### config.mk
export PLATFORM = sky130hd
export DESIGN_NAME = cordic_fix2float
export DESIGN_NICKNAME = d
export VERILOG_FILES = /design/src/rtl/cordic_fix2float.sv
export SDC_FILE = /design/constraint.sdc
export NUM_CORES = 1
export LEC_CHECK = 0
export CAP_MARGIN = 25
export CORE_UTILIZATION = 40
export CTS_BUF_LIST = sky130_fd_sc_hd__clkbuf_8
export DETAILED_ROUTE_END_ITERATION = 16
export GPL_TIMING_DRIVEN = 0
export PLACE_DENSITY = 0.66
export SLEW_MARGIN = 20
export SYNTH_ARGS = -nofsm -noshare
export SYNTH_HDL_FRONTEND = slang
export SYNTH_SLANG_ARGS = --single-unit
export TNS_END_PERCENT = 10
### constraint.sdc
create_clock -name clk -period 3.42 [get_ports clk]
set_input_delay 0.855 -clock clk [delete_from_list [all_inputs] [get_ports clk]]
set_output_delay 0.855 -clock clk [all_outputs]
set_load 0.01 [all_outputs]
### src/rtl/cordic_fix2float.sv
// Converts a signed Q2.30 CORDIC result to IEEE-754 single, normalising one bit per cycle.
// Define CORDIC_FIX2FLOAT_ROUND_EN for round-to-nearest-even; otherwise the low 8 bits are truncated.
module cordic_fix2float #(
    parameter int unsigned EXP_TOP = 128
) (
    input  logic        clk,
    input  logic        reset,
    input  logic        clk_en,
    input  logic        start,
    input  logic [31:0] dataa,
    output logic [31:0] result,
    output logic        done
);

    localparam logic [7:0] EXP_INIT = 8'(EXP_TOP);

    typedef enum logic [1:0] {
        IDLE = 2'd0,
        NORM = 2'd1,
        PACK = 2'd2
    } state_t;

    state_t      state, state_n;
    logic        sign, sign_n;
    logic        zero, zero_n;
    logic [31:0] mag, mag_n;
    logic [7:0]  exp, exp_n;
    logic [31:0] result_n;
    logic        done_n;
    logic [30:0] packed_bits;

`ifdef CORDIC_FIX2FLOAT_ROUND_EN
    logic round_inc;
    assign round_inc = mag[7] & ((|mag[6:0]) | mag[8]);
    // A mantissa carry ripples straight into the exponent field.
    assign packed_bits = {exp, mag[30:8]} + {30'd0, round_inc};
`else
    logic unused_low_bits;
    assign unused_low_bits = ^mag[7:0];
    assign packed_bits = {exp, mag[30:8]};
`endif

    always_comb begin
        state_n  = state;
        sign_n   = sign;
        zero_n   = zero;
        mag_n    = mag;
        exp_n    = exp;
        result_n = result;
        done_n   = 1'b0;
        case (state)
            IDLE: begin
                if (start) begin
                    state_n = NORM;
                    sign_n  = dataa[31];
                    mag_n   = dataa[31] ? (~dataa + 32'd1) : dataa;
                    exp_n   = EXP_INIT;
                    zero_n  = 1'b0;
                end
            end
            NORM: begin
                if (mag == '0) begin
                    zero_n  = 1'b1;
                    state_n = PACK;
                end else if (mag[31]) begin
                    state_n = PACK;
                end else begin
                    mag_n = {mag[30:0], 1'b0};
                    exp_n = exp - 8'd1;
                end
            end
            PACK: begin
                result_n = zero ? '0 : {sign, packed_bits};
                done_n   = 1'b1;
                state_n  = IDLE;
            end
            default: state_n = IDLE;
        endcase
    end

    always_ff @(posedge clk) begin
        if (reset) begin
            state  <= IDLE;
            sign   <= 1'b0;
            zero   <= 1'b0;
            mag    <= '0;
            exp    <= '0;
            result <= '0;
            done   <= 1'b0;
        end else if (clk_en) begin
            state  <= state_n;
            sign   <= sign_n;
            zero   <= zero_n;
            mag    <= mag_n;
            exp    <= exp_n;
            result <= result_n;
            done   <= done_n;
        end
    end

endmodule

==> results.cfg <==
[logic_synthesis]
synth_area_leader_cell = dfxtp_1
synthArstFlopShare_pct = 0
avgSynthCellArea_sq_um = 8.002
syn_area_sq_um = 4009
synth_edf_count = 0
yosysMostFrequentCell = dfxtp_1
synthFlopType = dfxtp_1
yosys_warnings = 0
ys_ff_latch = 77
synth_commonest_cells = dfxtp_1, nor2_1, a21oi_1
synth_top_area_share_pct = 38.45
syn_inst = 501
syn_nets = 539
yosysSeqAreaShare_pct = 38.45
yosysUniqueCellTypes = 50
synthTopCellsByArea = dfxtp_1, xnor2_1, a21oi_1

[clock_network]
cts_sinks = 77
numCtsBuffers = 9
cts_tree = yes
cts_root_buf = clkbuf_8
cts_resized = 0
cts.reportedPaths.clkPinSlew_ns = 0.08
clkLatencyLatePin_ns = 0.36
clk_path_buf_depth = 2
ctsHoldBuffers = 0
post_cts_buffers = 0
htreeDepth = 3

[critical_path]
arrival_ns = 3.34
critical_path.max_stage_delay_ns = 0.55
startpoint = clk_en
worst-endpoint-required_ns = 3.66
start_kind = primary input
crit_path_end_kind = flop
rr_startpoint = mag[31]$_SDFFE_PP0P_
slowest_stage = clkdlybuf4s50_1
crit_chain = clkdlybuf4s50_1 > and2b_1 > and3b_1 > buf_2 > o21ai_1 > and2_1 > buf_2 > buf_2 > a222oi_1 > nor2_1
crit_fanout = 10
crit_top_cell = buf_2
path_class = primary input to flop

[final_layout]
final_util_pct = 52.21
n_antenna_cell = 0
multiInputGateArea_sq_um = 2242
final_cells = 716
nets = 616
drive_gt1_share_pct = 6.003
regArea_sq_um = 1541
synthToLayoutAreaGrowth_pct = 26.72
fill_cells = 949

[timing]
worst_slew_pin_slew_ns = 0.7351
fmax_mhz = 321.9
maxSlewHeadroom_pct = 49.73
finalCriticalPeriod_ns = 3.106
setup_viol = 0
slew_viol_final = 0
finalHoldViolations = 0
hold_ws_ns = 0.4660
period_share_pct = 90.83
finalClockSkew_ns = 0.01107
setup_tns_ns = 0
rsz0062_at_grt = no

[pwr]
ir_drop_mv = 0.1815
power.total_mw = 2.151
powerDensity_nw_per_um2 = 423.4
power_leakage_nw = 1.649

[route]
highest_layer = met4
vias = 3925
met3_length_um = 655
firstDrtPassIters = 5
wl_met1_um = 5299
ant_nets = 0
drtIter0Drc = 270
wl_um = 11290
avgViaCountPerCell = 5.482
routedWlPerCell_um = 15.76
wl_met2_um = 5119
drc = 0

[global_routing]
grt_pass1_vias = 3531
antenna_found_initial = 0
overflow = 0
gr-usage-all-layers_pct = 22.64
grt_max_degree = 13
grt_pass1_wl_um = 18020

[die]
dieHeight_um = 102.1
dieArea_sq_um = 10430
placementRows = 36
die_width_um = 102.1
core_region_area_sq_um = 9729
pin_count = 69
initial_core_util_pct = 41.20

[placed_design]
dpl.hpwl_um = 8493
place.gp.congestion = 0.8850
dp.cells = 700
port_buffers = 66

[hold_path]
holdCritStartpoint = sign$_SDFFE_PP0P_
hold_class = flop to flop

[flow_run]
cap_violations = 0

[status]
status = finished, final reports clean
-- cell usage in the layout (no fill, tap or decap), types with 2 or more instances in the layout --
master,n
buf_1,3
nand3b_1,4
nor2_1,66
a22oi_1,4
or2_2,2
inv_1,16
nor4_1,11
buf_2,5
nand2b_1,5
o31ai_1,11
xnor2_1,34
ha_1,2
nand4_1,4
or4_1,3
a221oi_1,8
a211oi_1,8
nand3_1,2
or3_1,3
clkdlybuf4s50_1,66
a222oi_1,3
o211ai_1,10
nor4_2,2
clkbuf_8,13
nor3b_1,24
bufinv_16,2
dfxtp_1,77
o21ai_0,16
o41ai_1,9
nand2_1,35
a21oi_1,56
a221oi_2,2
clkbuf_1,30
nor3_1,26
-- registers in the layout, indices dropped and copies added (netlist names) --
| name | cells |
|---|---|
| exp | 8 |
| mag | 32 |
| done | 1 |
| sign | 1 |
| state | 2 |
| result | 32 |
| zero | 1 |
-- cell type report --
class                      count  share of cell area, %
multi-input combinational    368                  44.14
sequential                    77                  30.34
timing repair buffer          66                  13.00
clock buffer                  13                  3.522
tap                          133                  3.276
buffer                        40                  3.251
clock inverter                 3                  1.281
inverter                      16                  1.182
-- path summary, 6_finish.rpt --
check | cells past startpoint | slack, ns | endpoint
setup / recovery | 10 | 0.31 | mag[18]$_SDFFE_PP0P_
hold / removal | 2 | 0.47 | sign$_SDFFE_PP0P_
setup reg to reg | 9 | 0.89 | mag[6]$_SDFFE_PP0P_
hold reg to reg | 2 | 0.47 | sign$_SDFFE_PP0P_
-- power by group --
group | switching (mW) | internal [mW] | total [mW]
Clock | 0.332 | 0.490 | 0.822
Combinational | 0.194 | 0.155 | 0.349
Sequential | 0.0413 | 0.938 | 0.979
Total | 0.568 | 1.58 | 2.15
-- layer usage --
| layer | vias up | global-route usage, % |
|---|---|---|
| met5 | - | 0 |
| met4 | 0 | 9.670 |
| met3 | 16 | 3.557 |
| met2 | 140 | 35.93 |
| met1 | 1818 | 30.47 |
| li1 | 1951 | - |
-- critical path: cells and delay by family --
family	cells	cell delay, ns
AOI/OAI and AO/OA	2	0.61
and+or+nand+nor	4	0.75
buffers and inverters	4	1.11
-- cells by family after synthesis --
| logic type | count (synthesis) | share of synthesized area [%] |
|---|---|---|
| AO/OA/AOI/OAI | 133 | 21.91 |
| XOR/XNOR | 35 | 7.647 |
| adder cells (fa/ha/maj) | 2 | 0.6241 |
| buffers and inverters | 56 | 5.618 |
| flip-flops | 77 | 38.45 |
| AND/OR/NAND/NOR | 198 | 25.75 |
-- stage by stage --
step                      setup slack (ns)  area [sq um]
final                               0.3138          5080
after global routing                0.1483          5080
after CTS                           0.3560          5080
after detailed placement          0.004112          4836
after global placement             0.02441          4836
after floorplan                     0.7598          4009
No activity file was read; power rests on OpenSTA's default activity.
